File: src/rtl/gcd_engine.sv
// gcd_engine: start/ready request side, done/ack result side; GCD by repeated
// subtraction (mode=0) or Stein's binary algorithm (mode=1).
// Ports:
//   clk, rst          clock and synchronous active-high reset
//   start, ready      request handshake; a_in, b_in, mode captured on accept
//   ack, done         result handshake; gcd_out, cycles, zero_err valid with done
//   busy              computation in progress
//   cycles            RUN cycles spent on the request, saturating
//   zero_err          both operands were zero
module gcd_engine #(
    parameter int unsigned WIDTH  = 16,
    parameter int unsigned ITER_W = 16
) (
    input  logic              clk,
    input  logic              rst,
    input  logic              start,
    output logic              ready,
    input  logic              mode,
    input  logic [WIDTH-1:0]  a_in,
    input  logic [WIDTH-1:0]  b_in,
    input  logic              ack,
    output logic              done,
    output logic              busy,
    output logic [WIDTH-1:0]  gcd_out,
    output logic [ITER_W-1:0] cycles,
    output logic              zero_err
);

    localparam int unsigned K_W = $clog2(WIDTH) + 1;

    typedef enum logic [1:0] {
        S_IDLE = 2'd0,
        S_RUN  = 2'd1,
        S_DONE = 2'd2
    } state_t;

    state_t              state_q, state_d;
    logic [WIDTH-1:0]    a_q, a_d;
    logic [WIDTH-1:0]    b_q, b_d;
    logic                md_q, md_d;
    logic [K_W-1:0]      k_q, k_d;
    logic [WIDTH-1:0]    gcd_q, gcd_d;
    logic [ITER_W-1:0]   cycles_q, cycles_d;
    logic                zero_err_q, zero_err_d;
    logic                ready_q, ready_d;
    logic                busy_q, busy_d;
    logic                done_q, done_d;
    logic [ITER_W-1:0]   cycles_inc;

    // Next-state and datapath update; handshake flags follow the next state
    always_comb begin
        state_d    = state_q;
        a_d        = a_q;
        b_d        = b_q;
        md_d       = md_q;
        k_d        = k_q;
        gcd_d      = gcd_q;
        cycles_d   = cycles_q;
        zero_err_d = zero_err_q;
        cycles_inc = (cycles_q == '1) ? cycles_q : cycles_q + ITER_W'(1);

        case (state_q)
            S_IDLE: begin
                if (start) begin
                    a_d        = a_in;
                    b_d        = b_in;
                    md_d       = mode;
                    cycles_d   = '0;
                    k_d        = '0;
                    zero_err_d = 1'b0;
                    // A zero operand short-circuits: gcd(x,0) = x
                    if ((a_in == '0) || (b_in == '0)) begin
                        gcd_d      = a_in | b_in;
                        zero_err_d = (a_in == '0) && (b_in == '0);
                        state_d    = S_DONE;
                    end else begin
                        state_d = S_RUN;
                    end
                end
            end
            S_RUN: begin
                cycles_d = cycles_inc;
                if (a_q == b_q) begin
                    // Binary mode restores the common power of two stripped earlier
                    gcd_d   = md_q ? (a_q << k_q) : a_q;
                    state_d = S_DONE;
                end else if (!md_q) begin
                    if (a_q > b_q) begin
                        a_d = a_q - b_q;
                    end else begin
                        b_d = b_q - a_q;
                    end
                end else if (!a_q[0] && !b_q[0]) begin
                    a_d = a_q >> 1;
                    b_d = b_q >> 1;
                    k_d = k_q + K_W'(1);
                end else if (!a_q[0]) begin
                    a_d = a_q >> 1;
                end else if (!b_q[0]) begin
                    b_d = b_q >> 1;
                end else if (a_q > b_q) begin
                    // Difference of two odd values is even, so halve it at once
                    a_d = (a_q - b_q) >> 1;
                end else begin
                    b_d = (b_q - a_q) >> 1;
                end
            end
            S_DONE: begin
                if (ack) begin
                    state_d = S_IDLE;
                end
            end
            default: begin
                state_d = S_IDLE;
            end
        endcase

        ready_d = (state_d == S_IDLE);
        busy_d  = (state_d == S_RUN);
        done_d  = (state_d == S_DONE);
    end

    // State and output registers
    always_ff @(posedge clk) begin
        if (rst) begin
            state_q    <= S_IDLE;
            a_q        <= '0;
            b_q        <= '0;
            md_q       <= 1'b0;
            k_q        <= '0;
            gcd_q      <= '0;
            cycles_q   <= '0;
            zero_err_q <= 1'b0;
            ready_q    <= 1'b1;
            busy_q     <= 1'b0;
            done_q     <= 1'b0;
        end else begin
            state_q    <= state_d;
            a_q        <= a_d;
            b_q        <= b_d;
            md_q       <= md_d;
            k_q        <= k_d;
            gcd_q      <= gcd_d;
            cycles_q   <= cycles_d;
            zero_err_q <= zero_err_d;
            ready_q    <= ready_d;
            busy_q     <= busy_d;
            done_q     <= done_d;
        end
    end

    assign ready    = ready_q;
    assign busy     = busy_q;
    assign done     = done_q;
    assign gcd_out  = gcd_q;
    assign cycles   = cycles_q;
    assign zero_err = zero_err_q;

endmodule

File: config.mk
export PLATFORM = sky130hd
export DESIGN_NAME = gcd_engine
export DESIGN_NICKNAME = d
export VERILOG_FILES = /design/src/rtl/gcd_engine.sv
export SDC_FILE = /design/constraint.sdc
export NUM_CORES = 1
export LEC_CHECK = 0
export ABC_AREA = 1
export BUFFER_PORTS_ARGS = -buffer_cell sky130_fd_sc_hd__buf_2
export CAP_MARGIN = 10
export CORE_UTILIZATION = 55
export DETAILED_ROUTE_END_ITERATION = 16
export PLACE_DENSITY_LB_ADDON = 0.25
export SYNTH_ARGS = -nofsm -noshare
export SYNTH_HDL_FRONTEND = slang
export SYNTH_SLANG_ARGS = --single-unit
File: constraint.sdc
create_clock -name clk -period 2.7 [get_ports clk]
set_clock_uncertainty 0.1 [all_clocks]
set_input_delay 0.27 -clock clk [delete_from_list [all_inputs] [get_ports clk]]
set_output_delay 0.27 -clock clk [all_outputs]
set_load 0.005 [all_outputs]
### Word-level counts from Yosys, hierarchy flattened

Index checks and enable logic that the tools add are counted.

| cells by class | value |
|---|---|
| shift-type cells | 1 |
| equality and inequality tests | 19 |
| add/sub/neg operators | 4 |
| magnitude comparators | 1 |
| multiplexer cells | 37 |
| bitwise operators | 1 |
| reduce and logical (&&, ||, !) cells | 18 |

Operators with widths:

| kind | count |
|---|---|
| 16-bit two-way mux | 22 |
| 16-bit case mux with 2 select lines | 4 |
| 16-bit logical NOT | 2 |
| 16-bit subtractor | 2 |
| 5-bit two-way mux | 4 |
| 16-bit by 1-bit adder with 16-bit output (second input constant) | 1 |
| 16-bit equality test | 1 |
| 16-bit equality test (second input constant) | 1 |
| 16-bit greater-than comparator | 1 |
| 16-bit OR | 1 |
| 16-bit by 5-bit << shifter with 16-bit output | 1 |
| 2-bit inequality test (second input constant) | 7 |
| 4-bit inequality test (second input constant) | 3 |
| 6-bit AND reduction | 2 |
| 5-bit case mux with 2 select lines | 1 |
| 5-bit AND reduction | 2 |
| 2-bit two-way mux | 4 |
| 4-bit AND reduction | 2 |
| 3-bit inequality test (second input constant) | 2 |
| 2-bit case mux with 3 select lines | 1 |
| 5-bit by 1-bit adder with 5-bit output (second input constant) | 1 |
| 5-bit inequality test (second input constant) | 1 |
| 2-bit by 1-bit equality test with 1-bit output (second input constant) | 2 |
| 2-bit equality test (second input constant) | 2 |
| 8 further kinds | 11 |

| word-level totals | value |
|---|---|
| word-level logic and storage cells | 94 |
| input port bits | 37 |
| register bits | 76 |
| output and inout bits | 36 |

### Longest topological paths before layout

| logic depth | value |
|---|---|
| word-level depth | 8 |
| gate-level depth with buffers | 19 |
| mapped depth without buffers | 18 |

### Least setup slack after synthesis

OpenSTA, ideal clock, no wires.

| timing | value |
|---|---|
| path kind | register to register |
| from | register a_q[0] |
| to | register a_q[13] |
| stages on the path, launching flop included | 17 |
| arrival | 2.281 ns |
| period minus slack after synthesis | 2.497 ns |
| setup time | 0.116 ns |
| path slack | 0.203 ns |
| buffers on the path | 1 |
| data required time | 2.484 ns |
| path through | dfxtp_1 -> inv_1 -> ha_1 -> fa_1 -> inv_1 -> nand3_1 -> nand2_1 -> nand2_1 -> nand2_2 -> nand2_1 -> nand2_2 -> nand2_4 -> nand2_1 -> nand4_2 -> buf_4 -> nor2_1 -> a21oi_2 |

| on the way | value |
|---|---|
| longest elaborated chain between the ends | 8 |
| elaborated cells between the ends (all ways) | 18 |
| classes of those cells | add/sub (1); order compare (1); eq/ne (5); mux (8); reduce/logical (3) |

RTL lines:

| what | RTL line | text |
|---|---|---|
| start: declaration | 38 | `logic [WIDTH-1:0] a_q, a_d;` |
| start signal: assignment | 127 | `a_q <= '0;` |
| start signal: assignment | 139 | `a_q <= a_d;` |
| 16-bit subtractor | 89, 103 |  |
| 16-bit two-way mux | 101 | `end else if (a_q > b_q) begin` |
| 16-bit two-way mux | 99 | `end else if (!b_q[0]) begin` |
| 16-bit two-way mux | 97 | `end else if (!a_q[0]) begin` |
| 16-bit two-way mux | 93 | `end else if (!a_q[0] && !b_q[0]) begin` |
| 16-bit two-way mux | 87 | `end else if (!md_q) begin` |
| 16-bit two-way mux | 83 | `if (a_q == b_q) begin` |
| 16-bit case mux with 2 select lines | 62 | `case (state_q)` |

Parallel ways exist; a longest one is shown, timed or not. The select of a mux whose other input is x is not followed.
A chain may end at the register's enable or synchronous reset.

### Worst setup path in the final report

| timing | value |
|---|---|
| from | register a_q[0] |
| to | register b_q[7] |

| on the way | value |
|---|---|
| longest elaborated chain between the ends | 8 |
| elaborated cells between the ends (all ways) | 18 |
| classes of those cells | add/sub (1); order compare (1); eq/ne (5); mux (8); reduce/logical (3) |

RTL lines:

| what | RTL line | text |
|---|---|---|
| 16-bit subtractor | 91, 105 |  |
| 16-bit two-way mux | 101 |  |
| 16-bit two-way mux | 99 |  |
| 16-bit two-way mux | 97 |  |
| 16-bit two-way mux | 93 |  |
| 16-bit two-way mux | 87 |  |
| 16-bit two-way mux | 83 |  |
| 16-bit case mux with 2 select lines | 62 |  |
| end signal: assignment | 128 | `b_q <= '0;` |
| end signal: assignment | 140 | `b_q <= b_d;` |
| end: declaration | 39 | `logic [WIDTH-1:0] b_q, b_d;` |

Parallel ways exist; a longest one is shown, timed or not. The select of a mux whose other input is x is not followed.

==> flow_summary.yaml <==
status:
  status: "completed"
final_layout:
  fillers: 1175
  syn_to_final_growth_pct: 14.97
  postLayoutCellArea_mm2: 0.007861
  n_antenna_cell: 0
  layout-drive-gt1-share_pct: 15.38
  nets: 1291
  fin_cells: 1390
  utilization_pct: 65.18
timing:
  max_freq_mhz: 388.7
  finalSetupViolations: 0
  tns_ns: 0
  finalHoldViolations: 0
  slew_headroom_pct: 52.93
  grt_setup_unrepaired: "false"
  period_needed_ns: 2.573
  period_share_pct: 95.29
  fin_ws_ns: 0.1271
  worst_pin_slew_ns: 0.7053
  holdWs_ns: 0.1208
  finalMaxSlewViolations: 0
power:
  power_mw: 6.015
  peakVddDrop_mv: 0.3786
  power_density_mw_per_mm2: 765.1
  leakage_nw: 3.850
global_route:
  first_global_vias: 7171
  use_met2_pct: 56.02
  antenna_found_initial: 0
  met1_usage_pct: 45.13
  grt_remaining_overflow: 0
  grt_pass1_wl_um: 35440
  use_met3_pct: 6.323
  grt_max_degree: 40
  top_usage_layer: "met2"
  grt.total_usage_pct: 34.87
routing:
  routed_wirelength_um: 22480
  wl_per_cell_um: 16.17
  drt_iter0_markers: 724
  dr.pass1.iters: 7
  drtAntennaViolNets: 0
  vias_per_cell: 5.714
  drc: 0
  num_vias: 7943
floorplan:
  core_region_area_mm2: 0.01206
  ios: 73
  rows: 40
  chipHeight_um: 113.5
  die_area_mm2: 0.01288
  start_util_pct: 56.69
  die_x_um: 113.5
worst_setup_path:
  worstRegToRegCells: 17
  crit_type: "reg2reg"
  cpMostUsedCell: "nand2_1"
  crit_cells: 17
  cp_max_fo: 10
  cp_top_family: "simple AND/OR/NAND/NOR gates"
  worstPathRequired_ns: 2.85
  path_cells: "inv_1 -> ha_1 -> fa_2 -> inv_1 -> nand3_1 -> nand2_1 -> nand2_1 -> nand2_2 -> nand2_1 -> nand2_2 -> nand2_4 -> inv_4 -> nand3_4 -> nand3_2 -> nand2_1 -> nand2_1 -> nor2_1"
  critical-path-slowest-cell: "fa_2"
  max_stage_delay_ns: 0.37
  cp.arrival_ns: 2.72
  start_kind: "flip-flop"
  critPathBufInv: 3
  setup.worst_path.end_class: "flip-flop"
synth:
  async_flop_share_pct: 0
  yosysSeqAreaShare_pct: 22.25
  yosys_warnings: 0
  synthCells: 1144
  ys.flop_type: "dfxtp_1"
  synth_edf_count: 0
  synth_seq_cells: 76
  syn_nets: 1218
  synth.avg_cell_area_um2: 5.977
  synth_cell_type_count: 51
  synth_area_mm2: 0.006838
run:
  maxCapViolations: 0
cts:
  cts-buffers-inserted: 9
  cts-root-buf: "clkbuf_16"
  clk_latency_ns: 0.35
  cts.sinks: 76
  clk_path_buf_depth: 2
  cts.clk_slew.worst_paths_ns: 0.06
  cts_tree: "yes"
  htreeDepth: 3
placed_design:
  dpl.hpwl_um: 17260
  port_buffers: 72
  place_congestion: 0.9585
  place_ws_ns: 0.02986
  place_area_mm2: 0.007475
  placed_cells: 1373
hold_path:
  hold_depth: 3
  hold_path.class: "in2reg"
-- routing by layer --
| metal | vias to the layer above | share of wire, % |
|---|---|---|
| met5 | - | 0 |
| met4 | 0 | 3.8 |
| met3 | 69 | 9.0 |
| met2 | 420 | 44 |
| met1 | 3555 | 43 |
| li1 | 3899 | - |
-- cell families after synthesis --
kind of cell / count (synthesis) / synth area share (%)
xor+xnor: 19 / 2.434
simple gates: 539 / 33.72
buf+inv: 187 / 11.55
mux: 1 / 0.1464
fa+ha+maj: 37 / 6.990
flops: 76 / 22.25
compound gates: 285 / 22.91
-- registers in the layout (all words and copies together), names as in the netlist, 2 cells and up --
name and flops:
a_q 16, b_q 16, cycles 16, gcd_out 16, k_q 5, state_q 2
-- cell usage after synthesis (2+ instances only) --
library cell / number / share of area (%)
o21ai_0: 102 / 7.5
inv_1: 124 / 6.8
nand4_1: 16 / 1.5
nor4_1: 4 / 0.37
and3_1: 2 / 0.18
nor3_1: 14 / 1.0
buf_1: 3 / 0.16
o221ai_1: 4 / 0.51
o21a_1: 2 / 0.22
nand3b_1: 2 / 0.22
nand2_4: 2 / 0.33
nand3_1: 50 / 3.7
nor2_1: 122 / 6.7
nand3_4: 2 / 0.51
and2_1: 2 / 0.18
buf_6: 6 / 0.99
nand2_2: 16 / 1.5
nand4_2: 2 / 0.37
nor2_2: 4 / 0.37
fa_1: 2 / 0.59
a21oi_1: 126 / 9.2
nand2_1: 296 / 16
o21ai_1: 5 / 0.37
ha_1: 35 / 6.4
inv_2: 10 / 0.55
o21bai_1: 5 / 0.55
o22ai_1: 3 / 0.27
xnor2_1: 3 / 0.38
dfxtp_1: 76 / 22
buf_4: 8 / 0.88
a221oi_1: 4 / 0.51
a211oi_1: 7 / 0.77
o211ai_1: 4 / 0.44
buf_2: 7 / 0.51
a21o_1: 3 / 0.33
clkbuf_1: 26 / 1.4
xor2_1: 16 / 2.0
a31oi_1: 8 / 0.73
a21oi_2: 9 / 1.2
-- final timing paths --
kind	startpoint	endpoint	slack [ns]
hold / removal	mode	md_q	0.12
setup / recovery	a_q[0]	b_q[7]	0.13
setup reg to reg	a_q[0]	b_q[7]	0.13
hold reg to reg	zero_err	zero_err	0.38
-- timing repair --
| item | in CTS | in global routing |
|---|---|---|
| gates resized for setup | 0 | 19 |
| hold buffers | 0 | 0 |
| endpoints found under the setup margin | 0 | 50 |
| setup buffers | 0 | 0 |
-- placed cells by master (no fill, tap or decap), types with 3 or more instances in the layout --
cell,count
nor3_1,14
a221oi_1,4
nor2_1,122
a21oi_1,125
o21ai_1,6
o221ai_1,4
a21o_1,3
nor4_1,3
buf_2,72
nand4_1,16
xnor2_1,3
inv_1,123
ha_1,34
nand3_1,50
xor2_1,16
o21bai_1,4
o211ai_1,4
a211oi_1,7
clkinv_4,3
a31oi_1,8
o21ai_0,101
clkbuf_16,9
o22ai_1,3
a21oi_2,9
inv_2,8
dfxtp_1,75
buf_4,37
nand2_2,17
nand2_1,295
inv_4,3
nor2_4,3
buf_12,3
-- worst min-delay path: cells and delay by family --
kind | cells | cell delay, ns
compound gates | 2 | 0.18
buf+inv | 1 | 0.08
-- layout make-up --
type                            instances  area [um^2]  area share, %
Timing Repair Buffer                  112        698.2          8.881
Tap cell                              168        210.2          2.674
Multi-Input combinational cell        882         4594          58.44
Clock buffer                           11        252.7          3.215
Inverter                              136        523.0          6.653
Sequential cell                        76         1523          19.37
Clock inverter                          5        60.06         0.7640
-- report_power, final --
part	total, mW	switching (mW)	internal [mW]
clock network	1.28	0.509	0.768
logic	3.39	2.26	1.13
registers	1.35	0.103	1.25
total	6.01	2.87	3.15
Power figures use the tool's default switching activity.
